==> config.mk <==
export PLATFORM = sky130hd
export DESIGN_NAME = axi_write_arbiter
export DESIGN_NICKNAME = d
export VERILOG_FILES = /design/src/rtl/axi_write_arbiter_pkg.sv /design/src/rtl/axi_write_arbiter_rr.sv /design/src/rtl/axi_write_arbiter.sv
export SDC_FILE = /design/constraint.sdc
export NUM_CORES = 1
export LEC_CHECK = 0
export CORE_ASPECT_RATIO = 2
export CORE_MARGIN = 5
export CORE_UTILIZATION = 29
export CTS_BUF_LIST = sky130_fd_sc_hd__clkbuf_8
export CTS_CLUSTER_SIZE = 14
export DETAILED_ROUTE_END_ITERATION = 10
export GPL_TIMING_DRIVEN = 0
export PLACE_DENSITY = 0.79
export SKIP_CTS_REPAIR_TIMING = 1
export SLEW_MARGIN = 20
export SYNTH_ARGS = -nofsm -noshare
export SYNTH_HDL_FRONTEND = slang
export SYNTH_SLANG_ARGS = --single-unit
==> constraint.sdc <==
create_clock -name clk -period 1.8 [get_ports clk]
set_input_delay 0.36 -clock clk [delete_from_list [all_inputs] [get_ports clk]]
set_output_delay 0.36 -clock clk [all_outputs]
set_load 0.1 [all_outputs]
==> src/rtl/axi_write_arbiter_pkg.sv <==
// Shared types and constants for the two-master AXI4 write-channel arbiter.
package axi_write_arbiter_pkg;

    localparam int NUM_MASTERS = 2;
    localparam int BURST_LEN_W = 8;

    typedef enum logic [1:0] {
        IDLE = 2'd0,
        ADDR = 2'd1,
        DATA = 2'd2,
        RESP = 2'd3
    } arb_state_e;

endpackage

==> src/rtl/axi_write_arbiter_rr.sv <==
// Two-way round-robin pick: on a tie the master that did not win last time goes next.
module rr_arbiter2
    import axi_write_arbiter_pkg::*;
(
    input  logic [NUM_MASTERS-1:0] req,
    input  logic                   last_grant,
    output logic                   winner,
    output logic                   any_req
);

    always_comb begin
        any_req = |req;
        if (&req) begin
            winner = ~last_grant;
        end else begin
            winner = req[1];
        end
    end

endmodule

==> src/rtl/axi_write_arbiter.sv <==
// Two-master AXI4 write arbiter: one whole AW/W/B transaction at a time, round-robin,
// with WLAST regenerated from AWLEN and a sticky flag for masters sending a wrong WLAST.
//
// state | meaning
// IDLE  | no owner; arbitrate among pending AWVALIDs
// ADDR  | granted master's AW forwarded to the slave
// DATA  | granted master's W beats forwarded, WLAST from the beat counter
// RESP  | slave's B routed back to the granted master
module axi_write_arbiter
    import axi_write_arbiter_pkg::*;
#(
    parameter int ADDR_WIDTH = 16,
    parameter int DATA_WIDTH = 32
) (
    input  logic                  clk,
    input  logic                  ARESTN,

    input  logic [ADDR_WIDTH-1:0] m0_AWADDR,
    input  logic [7:0]            m0_AWLEN,
    input  logic [2:0]            m0_AWSIZE,
    input  logic                  m0_AWVALID,
    output logic                  m0_AWREADY,
    input  logic [DATA_WIDTH-1:0] m0_WDATA,
    input  logic                  m0_WLAST,
    input  logic                  m0_WVALID,
    output logic                  m0_WREADY,
    output logic [1:0]            m0_BRESP,
    output logic                  m0_BVALID,
    input  logic                  m0_BREADY,

    input  logic [ADDR_WIDTH-1:0] m1_AWADDR,
    input  logic [7:0]            m1_AWLEN,
    input  logic [2:0]            m1_AWSIZE,
    input  logic                  m1_AWVALID,
    output logic                  m1_AWREADY,
    input  logic [DATA_WIDTH-1:0] m1_WDATA,
    input  logic                  m1_WLAST,
    input  logic                  m1_WVALID,
    output logic                  m1_WREADY,
    output logic [1:0]            m1_BRESP,
    output logic                  m1_BVALID,
    input  logic                  m1_BREADY,

    output logic [ADDR_WIDTH-1:0] s_AWADDR,
    output logic [7:0]            s_AWLEN,
    output logic [2:0]            s_AWSIZE,
    output logic                  s_AWVALID,
    input  logic                  s_AWREADY,
    output logic [DATA_WIDTH-1:0] s_WDATA,
    output logic                  s_WLAST,
    output logic                  s_WVALID,
    input  logic                  s_WREADY,
    input  logic [1:0]            s_BRESP,
    input  logic                  s_BVALID,
    output logic                  s_BREADY,

    output logic                  grant,
    output logic                  busy,
    output logic                  wlast_err
);

    arb_state_e             state_q, state_d;
    logic                   grant_q, grant_d;
    logic                   last_grant_q, last_grant_d;
    logic [BURST_LEN_W-1:0] beat_cnt_q, beat_cnt_d;
    logic [BURST_LEN_W-1:0] len_q, len_d;
    logic                   wlast_err_q, wlast_err_d;

    logic                   winner, any_req;
    logic [ADDR_WIDTH-1:0]  sel_awaddr;
    logic [7:0]             sel_awlen;
    logic [2:0]             sel_awsize;
    logic                   sel_awvalid;
    logic [DATA_WIDTH-1:0]  sel_wdata;
    logic                   sel_wlast, sel_wvalid, sel_bready;
    logic                   aw_hs, w_hs, b_hs, last_beat;

    rr_arbiter2 u_rr (
        .req        ({m1_AWVALID, m0_AWVALID}),
        .last_grant (last_grant_q),
        .winner     (winner),
        .any_req    (any_req)
    );

    always_comb begin
        sel_awaddr  = grant_q ? m1_AWADDR  : m0_AWADDR;
        sel_awlen   = grant_q ? m1_AWLEN   : m0_AWLEN;
        sel_awsize  = grant_q ? m1_AWSIZE  : m0_AWSIZE;
        sel_awvalid = grant_q ? m1_AWVALID : m0_AWVALID;
        sel_wdata   = grant_q ? m1_WDATA   : m0_WDATA;
        sel_wlast   = grant_q ? m1_WLAST   : m0_WLAST;
        sel_wvalid  = grant_q ? m1_WVALID  : m0_WVALID;
        sel_bready  = grant_q ? m1_BREADY  : m0_BREADY;

        aw_hs     = (state_q == ADDR) && sel_awvalid && s_AWREADY;
        w_hs      = (state_q == DATA) && sel_wvalid && s_WREADY;
        b_hs      = (state_q == RESP) && s_BVALID && sel_bready;
        last_beat = (beat_cnt_q == len_q);
    end

    always_ff @(posedge clk or negedge ARESTN) begin
        if (!ARESTN) begin
            state_q      <= IDLE;
            grant_q      <= 1'b0;
            last_grant_q <= 1'b1;
            beat_cnt_q   <= '0;
            len_q        <= '0;
            wlast_err_q  <= 1'b0;
        end else begin
            state_q      <= state_d;
            grant_q      <= grant_d;
            last_grant_q <= last_grant_d;
            beat_cnt_q   <= beat_cnt_d;
            len_q        <= len_d;
            wlast_err_q  <= wlast_err_d;
        end
    end

    always_comb begin
        state_d = state_q;
        case (state_q)
            IDLE:    if (any_req) state_d = ADDR;
            ADDR:    if (aw_hs) state_d = DATA;
            DATA:    if (w_hs && last_beat) state_d = RESP;
            RESP:    if (b_hs) state_d = IDLE;
            default: state_d = IDLE;
        endcase
    end

    // The counter stops at len_q on the final beat, so it never wraps.
    always_comb begin
        grant_d      = grant_q;
        last_grant_d = last_grant_q;
        beat_cnt_d   = beat_cnt_q;
        len_d        = len_q;
        wlast_err_d  = wlast_err_q;
        if ((state_q == IDLE) && any_req) grant_d = winner;
        if (aw_hs) begin
            len_d      = sel_awlen;
            beat_cnt_d = '0;
        end
        if (w_hs) begin
            if (!last_beat) beat_cnt_d = beat_cnt_q + 8'd1;
            if (sel_wlast != last_beat) wlast_err_d = 1'b1;
        end
        if (b_hs) last_grant_d = grant_q;
    end

    always_comb begin
        m0_AWREADY = 1'b0;
        m1_AWREADY = 1'b0;
        m0_WREADY  = 1'b0;
        m1_WREADY  = 1'b0;
        m0_BVALID  = 1'b0;
        m1_BVALID  = 1'b0;
        m0_BRESP   = 2'b00;
        m1_BRESP   = 2'b00;
        s_AWADDR   = '0;
        s_AWLEN    = '0;
        s_AWSIZE   = '0;
        s_AWVALID  = 1'b0;
        s_WDATA    = '0;
        s_WLAST    = 1'b0;
        s_WVALID   = 1'b0;
        s_BREADY   = 1'b0;
        case (state_q)
            ADDR: begin
                s_AWADDR  = sel_awaddr;
                s_AWLEN   = sel_awlen;
                s_AWSIZE  = sel_awsize;
                s_AWVALID = sel_awvalid;
                if (grant_q) m1_AWREADY = s_AWREADY;
                else         m0_AWREADY = s_AWREADY;
            end
            DATA: begin
                s_WDATA  = sel_wdata;
                s_WVALID = sel_wvalid;
                s_WLAST  = last_beat;
                if (grant_q) m1_WREADY = s_WREADY;
                else         m0_WREADY = s_WREADY;
            end
            RESP: begin
                s_BREADY = sel_bready;
                if (grant_q) begin
                    m1_BVALID = s_BVALID;
                    m1_BRESP  = s_BRESP;
                end else begin
                    m0_BVALID = s_BVALID;
                    m0_BRESP  = s_BRESP;
                end
            end
            default: ;
        endcase
        busy      = (state_q != IDLE);
        grant     = grant_q;
        wlast_err = wlast_err_q;
    end

endmodule
; Word level (Yosys, flattened, before mapping)
; Cells that the tools add are included.
; Widths: inputs -> output; s select.
[totals]
ff_bits = 21
inputBits = 133
output_inout_bits = 76
word_cells = 72
[classes]
addsub = 1
n_eq_ne = 9
muxes = 41
bitwise_logic = 1
n_reduce_logical = 14
[op_table]
columns = operator, n
row1 = $mux 32, 2
row2 = $mux 8, 5
row3 = $mux 16, 2
row4 = $mux 1, 21
row5 = $mux 2, 8
row6 = $add 8x1->8 const B, 1
row7 = $eq 8x8->1, 1
row8 = $logic_and 1x1->1, 8
row9 = $pmux 2 s4, 1
row10 = $mux 3, 2
row11 = $ne 2x2->1 const B, 3
row12 = $eq 2x2->1 const B, 2
row13 = $reduce_and 2->1, 2
row14 = $reduce_and 4->1, 1
row15 = $eq 2x1->1 const B, 1
row16 = $logic_not 2->1, 1
row17 = $ne 2x1->1 const B, 1
row18 = $reduce_bool 2->1, 1
row19 = $reduce_or 2->1, 1
row20 = $ne 1x1->1, 1
row21 = $not 1->1, 1

; Logic depth before layout (Yosys ltp)
; Gate-level depths: netlist (run 1).
[logic_depth]
depth_word = 6
ltp_mapped = 8
ltp_nobuf = 7

; Hierarchy
; A second synthesis (run 1) with hierarchy kept.
[unflattened]
cells_unflattened = 270
area_unflattened_um2 = 2311.0
[modules_own_cells]
columns = mod, n_inst, cells_per_inst, area_each_um2, seq_area_each_um2
row1 = axi_write_arbiter, 1, 268, 2297.2, 526.8
row2 = rr_arbiter2, 1, 2, 13.8, 0.0

; Least setup slack after synthesis (run 1)
; OpenSTA, ideal clock, no wires.
[synth_timing]
path_type = register to output
from = register grant_q, in the netlist grant
to = output port s_AWLEN[0]
arrival_ps = 2974
required_time_ps = 1440
slack_ps = -1534
stages_incl_launch_ff = 5
n_path_buf = 2
path_cell_list = dfrtp_1 -> buf_4 -> buf_2 -> mux2i_1 -> nor2b_1
[synth_between]
elab_chain_len = 2
[synth_rtl]
columns = element, line_no
row1 = start: declaration, axi_write_arbiter.sv:63  ; logic grant_q, grant_d;
row2 = start signal: assignment, axi_write_arbiter.sv:111  ; grant_q <= grant_d;
row3 = $mux 8, axi_write_arbiter.sv:87  ; sel_awlen = grant_q ? m1_AWLEN : m0_AWLEN;
row4 = $mux 8, axi_write_arbiter.sv:166  ; case (state_q)
row5 = end: declaration, axi_write_arbiter.sv:45  ; output logic [7:0] s_AWLEN,
; Every way passes these cells.

; Final worst setup path (run 1)
[layout_timing]
from = register beat_cnt_q[2]
to = output port s_WLAST
[layout_between]
elab_chain_len = 2
[layout_rtl]
columns = element, line_no
row1 = start: declaration, axi_write_arbiter.sv:65  ; logic [BURST_LEN_W-1:0] beat_cnt_q, beat_cnt_d;
row2 = start signal: assignment, axi_write_arbiter.sv:113  ; beat_cnt_q <= beat_cnt_d;
row3 = $eq 8x8->1, axi_write_arbiter.sv:98  ; last_beat = (beat_cnt_q == len_q);
row4 = $mux 1, axi_write_arbiter.sv:166
row5 = end: declaration, axi_write_arbiter.sv:50  ; output logic s_WLAST,
; Every way passes these cells.

==> impl_summary.md, run 1 <==
Detailed routing
Before antenna repair, the detailed router went through 7 iterations. The total number of vias is 3047. In this run the remaining antenna-violating nets after routing total 0. For this block, the initial DRC count from the detailed router was 66. The final routed wire length divided by cell count is 21.5 microns. The detailed-route DRC error count is 0.

The total wire length is 12900 microns. After detailed routing, the number of vias per cell comes to 5.09.

Global route
The first-pass GRT wire length is 14500 microns. The number of antenna violations at the first check in global routing came to 0. The pin count of the biggest net entering global routing is 22.

The number of global-route vias before repair is 2860. The total overflow reported by the global router is 0. The total routing resource utilization after global routing is 18.6%.

Clock network
The clock passes through at most 2 buffers. The TritonCTS clock tree is built. The number of buffers created by CTS is 3. The clock root buffer is clkbuf_8. CTS saw 21 sinks.

The clock latency on the worst-skew pair is 0.27 ns. The clock transition at the register clock pins on the worst setup and hold paths after CTS is 0.09 ns. In this run the number of H-tree levels came out at 1.

Timing
The final hold slack is 0.0405 ns. The minimum clock period after layout is 2.14 ns. The setup-violating endpoint count in the final report is 78. The slack of the critical path is -0.336 ns. The hold violation count in the final report is 0. The worst setup skew after layout is 0.0151 ns.

Setup repair after global routing could not meet its margin everywhere. The headroom to the max-slew limit is 33.9%. The final number of max-transition violations came to 0.

The transition time of the tightest slew-check pin is 0.990 ns. Static timing analysis puts the maximum clock frequency at 468 MHz. The final worst-path cycle share is 119%. The post-route setup TNS is -13.89 ns.

Logic synthesis
Of the total synthesized cell area, the portion taken by AND, OR, NAND and NOR gates is 28.2%. The net count after synthesis is 410. The post-synth design cell area is 0.00229 sq mm.

The largest family of logic cells by synthesized area is multiplexers. The synthesized instance count is 271. The flip-flop and latch count after synthesis is 21.

Ranked by total cell area, the synthesized netlist is headed by mux2i_1 28%, dfrtp_1 22%, nor2b_1 17%. Summed over all instances, the cell type with the most area after synthesis is mux2i_1. Summing the areas of all fa, ha and maj instances in the mapped netlist gives 3.27% of the synthesized area. Summing the sequential cell areas from Yosys gives 23.0% of the chip area.

In this run the biggest area consumer among cell types represents 27.9% of the synthesized area. In the synthesized netlist, mux cells make up 28.9% of the area. Dividing the synthesized area by the synthesized cell count gives 8.46 sq um. The count of cell types in the netlist is 35.

The count of warnings emitted by yosys is 0. The xor and xnor fraction of the mapped netlist area is 3.82%. The synthesized netlist devotes 8.07% of its cell area to compound gates.

Outcome
The final reports fail on setup timing. The flow ran to the end, but the final reports show violations.

Placement
The worst setup slack before clock tree synthesis is -1.16 ns. The port buffer count is 208. At the end of routability-driven placement, the weighted congestion stood at 0.807.

The placed instances occupy a cell area of 0.00517 sq mm. The detailed placer's ending HPWL is 8380 microns. The count of placed standard cells including taps is 575.

Pwr
The overall power of the completed layout is 13.3 mW. For this design the ratio of total power to cell area is 2020 mW/mm^2. The leakage component of the power is 2.55 nW. VDD sags by at most 0.00117 V.

Setup path
Along the worst path, the maximum fanout reaches 6. The endpoint type of the worst setup path is an output pin. STA puts the critical path data arrival time at 1.78 ns.

The kind of critical path is register to output pin. The data required time at the worst endpoint is 1.44 ns. STA classifies the critical path startpoint as a register.

Layout
The area growth from synthesis to layout is 187%. The number of nets in the finished design is 643. The area of all placed cells without fillers is 0.00659 sq mm. Measured on the finished design, the core utilization comes to 84.1%. The layout has 400 filler cells.

The repair_antennas step left the layout with diodes totalling 0. Leaving out fill and tap cells, the most frequent cells in the layout are 131 x clkdlybuf4s50_1, 79 x buf_12, 63 x nor2b_4. Cells with a size suffix above 1 make up 53.1% of the layout.

Excluding fillers, the count of instances in the completed layout stands at 599. The library cell used most frequently in the layout, excluding fill and tap cells, is clkdlybuf4s50_1.

Die
The horizontal extent of the die is 72.9 microns. The area of the core region is 0.00783 sq mm. The die covers 0.00989 sq mm.

Once the floorplan was initialized, standard cells occupied 29.3% of the core. After floorplanning, the core was divided into 46 placement rows. The number of ports placed on the die boundary is 209. The floorplan die height is 136 microns.

Flow run
The count of maximum capacitance violations is 0.

Hold path
The worst hold-check path type is input port to asynchronous set/reset pin.
cell type report:
cell class	instances	area [sq um]	area share, %
sequential	21	537	8.15
clock buffer	3	41.3	0.627
buffer	18	262	3.97
inverter	7	35.0	0.532
timing repair buffer	228	3020	45.9
tap	96	120	1.82
multi-input combinational	225	2560	38.9
clock inverter	1	7.51	0.114
flip-flops by register name, summed over array words and instances (netlist names):
| register | cells |
|---|---|
| state_q | 2 |
| len_q | 8 |
| wlast_err | 1 |
| grant | 1 |
| last_grant_q | 1 |
| beat_cnt_q | 8 |
power by group:
part | leakage (nW) | switching, mW | internal [mW] | total, mW
clock | 0.0217 | 0.172 | 0.157 | 0.329
sequential | 0.246 | 0.230 | 0.697 | 0.927
combinational | 2.29 | 6.82 | 5.25 | 12.1
kinds of logic (layout without fill, tap and decap cells):
family                   Yosys count  count (layout)
adder cells (fa/ha/maj)            6               6
buffers and inverters             25             257
XOR/XNOR                          10              10
AO/OA/AOI/OAI                     29              29
AND/OR/NAND/NOR                  114             114
flip-flops                        21              21
multiplexers                      66              66
Yosys cell counts, drive strengths merged:
library cell / count
or2: 1
dfstp: 1
a2bb2oi: 1
a21o: 3
o32a: 1
xor2: 1
dfrtp: 20
clkbuf: 9
nor2: 14
mux2i: 64
a32o: 1
and3b: 1
ha: 6
xnor2: 9
nand2: 11
and2: 4
buf: 9
and3: 6
nand2b: 1
a21oi: 9
or3: 3
nand4: 2
nor2b: 63
nor3: 1
a31o: 1
o21ai: 10
mux2: 2
nand3: 6
nor3b: 1
inv: 7
o211ai: 1
a311o: 1
o221ai: 1
metal layers:
| layer | wire [microns] | vias to the layer above | global-route usage, % |
|---|---|---|---|
| met3 | 1320 | 21 | 7.43 |
| met5 | 0 | - | 0 |
| li1 | - | 1393 | - |
| met1 | 4430 | 1456 | 19.9 |
| met2 | 6850 | 177 | 34.4 |
| met4 | 262 | 0 | 2.57 |
worst max-delay path, stage by stage (launching register included):
cell and delay (ns):
dfrtp_2 0.46, xnor2_1 0.17, nand4_1 0.25, nor2_2 0.24, and2_4 0.18, buf_8 0.19
final timing paths:
path | slack [ns] | from | depth (start not counted) | endpoint
max in group asynchronous | 1.38 | ARESTN | 1 | state_q[1]
hold reg to reg | 0.50 | wlast_err | 1 | wlast_err
hold / removal | 0.04 | ARESTN | 1 | len_q[2]
setup reg to reg | -0.10 | beat_cnt_q[2] | 6 | beat_cnt_q[6]
setup / recovery | -0.34 | beat_cnt_q[2] | 5 | s_WLAST
min in group clk | 0.50 | wlast_err | 1 | wlast_err
Power figures use the tool's default switching activity.
==> run 2: changes to the inputs <==
--- a/config.mk
+++ b/config.mk
@@ -5,14 +5,17 @@
 export SDC_FILE = /design/constraint.sdc
 export NUM_CORES = 1
 export LEC_CHECK = 0
+export CELL_PAD_IN_SITES_DETAIL_PLACEMENT = 1
+export CELL_PAD_IN_SITES_GLOBAL_PLACEMENT = 1
 export CORE_ASPECT_RATIO = 2
 export CORE_MARGIN = 5
-export CORE_UTILIZATION = 29
+export CORE_UTILIZATION = 39
 export CTS_BUF_LIST = sky130_fd_sc_hd__clkbuf_8
 export CTS_CLUSTER_SIZE = 14
 export DETAILED_ROUTE_END_ITERATION = 10
+export DONT_BUFFER_PORTS = 1
 export GPL_TIMING_DRIVEN = 0
-export PLACE_DENSITY = 0.79
+export PLACE_DENSITY_LB_ADDON = 0.1
 export SKIP_CTS_REPAIR_TIMING = 1
 export SLEW_MARGIN = 20
 export SYNTH_ARGS = -nofsm -noshare
==> impl_summary.md, run 2 (same netlist as run 1, synthesis figures left out) <==
Timing
The slack of the critical path came to -0.574 ns (-0.238 ns). The minimum clock period after layout was 2.37 ns (+0.238 ns). The headroom to the max-slew limit is 34.1% (+0.23 points). The setup-violating endpoint count in the final report was 86 (+10%). The final number of max-transition violations is 0 (unchanged). The hold violation count in the final report came to 0 (unchanged). Setup repair after global routing could not meet its margin everywhere. The transition time of the tightest slew-check pin is 0.985 ns (-0.00511 ns).

The post-route setup TNS came to -41.02 ns (-27.13 ns). The worst setup skew after layout is 0.00155 ns (-0.0135 ns). The highest achievable clock rate is 421 MHz (-10%). The final worst-path cycle share is 132% (+13 points). The final hold slack came to 0.275 ns (+0.234 ns).

Setup path
The data required time at the worst endpoint came to 1.44 ns (about the same). The length in cells of the worst reg-to-reg path is 7 (+1). The endpoint type of the worst setup path is an output pin.

The setup slack on the worst flop-to-flop path came to -0.48 ns (-0.38 ns). The kind of critical path is register to output pin. For this design, the slowest cell found on the critical path is dfrtp_4. The startpoint type of the worst setup path is a register. The worst register-to-register path begins at state_q[1]. The endpoint identified for the worst register-to-register timing path is state_q[1]. The peak fanout along the critical path was 10 (+4). The critical path data arrival time is 2.01 ns (+0.23 ns). The signal on the critical path passes through clkbuf_16 > buf_12 > mux2i_2 > nor2b_4. The maximum cell stage delay along the critical path is 0.65 ns (+0.19 ns).

Outcome
The final reports fail on setup timing. The flow ran to the end, but the final reports show violations.

Hold path
The launch instance of the worst min-delay path is m1_AWVALID. The worst min-delay path endpoint is grant. The hold-critical path depth is 1.

In this run the worst hold path is classified as input port to register.

Placement
The detailed placer's ending HPWL is 7430 microns (-11%). The count of placed standard cells including taps is 332 (-42%). The port buffer count was 0 (-100%). The last weighted congestion value of the routability-driven placer is 0.804 (-0.41%).

Detailed routing
The final routed wire length divided by cell count came to 26.2 microns (+22%). The total wire length is 9360 microns (-27%). The detailed-route DRC error count is 0 (unchanged). The total number of vias is 2143 (-30%). The post-detailed-route count of antenna-violating nets is 0 (unchanged).

The routed via count divided by cell count came to 6.00 (+18%). The iteration count of the initial detailed-routing pass is 4 (-3). The number of DRC markers after the initial detailed-route iteration came to 68 (+3.0%).

Layout
In the final layout, the registers with the most flip-flops are beat_cnt_q x8, len_q x8, state_q x2. The final cell count without fillers was 357 (-40%). Leaving out fill and tap cells, the most frequent cell in the layout is nor2b_4.

The fraction of final layout cells with drive strength greater than 1 was 61.1% (+8.1 points). The library cells used most frequently in the layout, excluding fill and tap cells, are 63 x nor2b_4, 33 x mux2i_2, 28 x mux2i_1. The final antenna diode count is 0 (unchanged). The post-synthesis to final-layout area growth is 54.6%.

The number of nets in the finished design is 436 (-32%).

Clock network
The clock transition at the register clock pins on the worst setup and hold paths after CTS was 0.08 ns (about the same). In this run the clock root is driven by a clkbuf_8. The clock latency on the worst-skew pair is 0.26 ns (about the same). The TritonCTS clock tree is built.

The buffer depth of the longest clock path is 2 (unchanged). The TritonCTS sink count is 21 (unchanged). The number of buffers created by CTS is 3 (unchanged).

The number of levels in the clock H-tree was 1 (unchanged).

Global route
The total overflow reported by the global router was 0 (unchanged). The number of global-route vias before repair was 2174 (-24%). The first-pass GRT wire length is 13000 microns (-10%). The number of antenna violations at the first check in global routing came to 0 (unchanged).

The pin count of the biggest net entering global routing is 22 (unchanged). The total routing resource utilization after global routing is 21.5% (+2.8 points).

Die
The floorplan die height is 118 microns (-13%). The horizontal extent of the die came to 64.2 microns (-12%). The overall die area is 0.00761 sq mm (-23%). The number of placement rows was 39 (-15%).

The area of the core region was 0.00571 sq mm (-27%). The initial cell density of the core is 40.2% (+11 points). The number of ports placed on the die boundary is 209 (unchanged).

Flow run
The count of maximum capacitance violations is 0 (unchanged).
run 2: area by class of cell:
class	instances	area [sq um]
Clock buffer	3	41.3
Buffer	18	228
Inverter	7	32.5
Multi-Input combinational cell	226	2440
Sequential cell	21	541
Clock inverter	1	5.00
Fill cell	579	2160
Timing Repair Buffer	20	181
Tap cell	61	76.3
run 2: per-layer routing:
metal | vias to the layer above | share of wire (%) | global-route usage [%] | wire length, microns
met5 | - | 0 | 0 | 0
met4 | 0 | 1.7 | 4.84 | 155
met3 | 11 | 9.3 | 7.12 | 873
met2 | 115 | 59 | 41.9 | 5560
met1 | 1041 | 30 | 20.7 | 2770
li1 | 976 | - | - | -
run 2: worst max-delay path: cells and delay by family, from the launching register on:
family        cells  cell delay [ns]
mux               1             0.17
flops             1             0.65
simple gates      1             0.53
buf+inv           2             0.39
run 2: through the flow:
stage | cell area, sq um | util, % | worst slack (ns)
2_1_floorplan | 2970 | - | -0.265
3_3_place_gp | 3050 | 53.4 | -0.459
3_5_place_dp | 3050 | 53.4 | -0.481
4_1_cts | 3100 | 54.2 | -0.717
5_1_grt | 3540 | 62.1 | -0.612
6_report | 3540 | 62.1 | -0.574
run 2: worst max path at each step:
stage / start / to / slack [ns] / depth (start not counted)
final: grant / s_WDATA[22] / -0.57 / 4
after floorplan: state_q[1] / state_q[1] / -0.27 / 7
after global routing: grant / s_WDATA[22] / -0.61 / 4
after CTS: state_q[1] / s_AWADDR[4] / -0.72 / 4
after detailed placement: state_q[0] / state_q[1] / -0.48 / 7
after global placement: state_q[0] / state_q[1] / -0.46 / 7
Power of run 2 is not shown: default switching activity piles up to over one toggle a cycle in this logic, so the estimate is an artifact.
==> RTL change: new RTL, config.mk and constraints of run 2 <==
Encoding of `arb_state_e`: now Gray code (2 bits for 4 states).
--- a/src/rtl/axi_write_arbiter_pkg.sv
+++ b/src/rtl/axi_write_arbiter_pkg.sv
@@ -6,8 +6,8 @@
 
     typedef enum logic [1:0] {
-        IDLE = 2'd0,
-        ADDR = 2'd1,
-        DATA = 2'd2,
-        RESP = 2'd3
+        IDLE = 2'b00,
+        ADDR = 2'b01,
+        DATA = 2'b11,
+        RESP = 2'b10
     } arb_state_e;
 
Formal check against the unedited RTL: same outputs for any inputs over 10 cycles, from zero or initial values; not proved beyond that.
==> RTL change against run 2 <==
The flow still finishes with violations (setup timing). Setup slack worse by 110 ps. Area after synthesis down 9.8%. Sequential share of layout area up 0.12 points. First-iteration DRC count up 4.4%. Global-route usage up 2.1 points. Non-clock buffer count up 7. Count of clock-buffer cells in the layout unchanged. Sequential cell count unchanged. Routed wire length up 9.8%. Register-to-register slack better by 100 ps. Cell area down 2.4%. Critical path type unchanged. Highest routed layer unchanged.
Power is left out: the tool's default activity adds up to more than one toggle a clock period on the data nets, which glitch-free logic cannot reach.
==> RTL change: results (changes against run 2) <==
The cell area after placement was 2779 µm² (-8.9%); the worst setup margin was -684.3 ps (-110.7 ps). For the number of fill cells in the layout, the log shows 533 (-7.9%). The reg-to-reg critical path startpoint was grant$_DFFE_PN0P_. The flow ran to the end, but the final reports show violations. The wire length per cell after detailed routing is 29.05 µm (+11%), and the largest fanout on the critical path is 4 (-6).

Number of placed cells counting well taps: 323 (-2.7%). For this design, the slowest cell found on the critical path is sky130_fd_sc_hd__nor3_4. The final reports fail on setup timing. Broken down by cell family, the worst path's largest delay share belongs to simple AND/OR/NAND/NOR gates. The worst setup skew after layout was 8.304 ps (+6.751 ps).

The sum of net half-perimeters after detailed placement came out at 7599 µm (+2.2%). The pin slew with the least headroom to its limit is 994.5 ps (+9.902 ps), and the first-pass GRT wire length is 12030 µm (-7.1%). The share of synthesized area occupied by flip-flops and latches came out at 25.47% (+2.5 points). The worst-case reg-to-reg path depth works out to 8 (+1).

In the synthesized netlist, the cells that appear most often are sky130_fd_sc_hd__nor2_1 (77), sky130_fd_sc_hd__mux2i_1 (67), sky130_fd_sc_hd__nand2_1 (21), sky130_fd_sc_hd__dfrtp_1 (20). Number of nets produced by synthesis: 399 (-2.7%). The tools report the critical path arrival as 2120 ps (+110 ps).

The detail-routed via count per cell is 6.282 (+4.7%), and the final cell count without fillers is 354 (-0.84%). The tools report the weighted congestion reported at the end of routability-driven placement as 0.8068 (+0.36%). Ranked by total cell area, the synthesized netlist is headed by sky130_fd_sc_hd__mux2i_1 (32%), sky130_fd_sc_hd__dfrtp_1 (24%), sky130_fd_sc_hd__nor2_1 (14%), sky130_fd_sc_hd__nand2_1 (3.8%), sky130_fd_sc_hd__xnor2_1 (3.8%). The detailed router's first-iteration violation count was 71 (+4.4%). The start point of the critical path was beat_cnt_q[1]$_DFF_PN0_. The setup violation total in the final timing report came out at 92 (+7.0%).
RTL change: area by class of cell:
cell class              count  area share (%)
plain buffers              17           7.523
multi-input cells         221           65.03
flip-flops and latches     21           15.37
clock inverters             1          0.1447
inverters                   5          0.7595
clock buffers               3           1.193
repair buffers             28           7.884
well taps                  58           2.098
RTL change: layer usage:
layer  routed length, µm  global-route usage, %  share of wire (%)  vias to the layer above
met5                   0                      0                  0                        -
met4                 357                  7.365                3.5                        0
met3                1132                  7.991                 11                       23
met2                5898                  45.49                 57                      144
met1                2895                  21.17                 28                     1088
li1                    -                      -                  -                      969
RTL change: final timing paths:
path                                       endpoint  slack, ps
max reg2reg                 beat_cnt_q[4]$_DFF_PN0_       -380
max                                         s_WLAST       -680
min                               grant$_DFFE_PN0P_        190
min reg2reg                last_grant_q$_DFFE_PN1P_        490
max in group asynchronous  last_grant_q$_DFFE_PN1P_       1080
min in group asynchronous     wlast_err$_DFFE_PN0P_        500
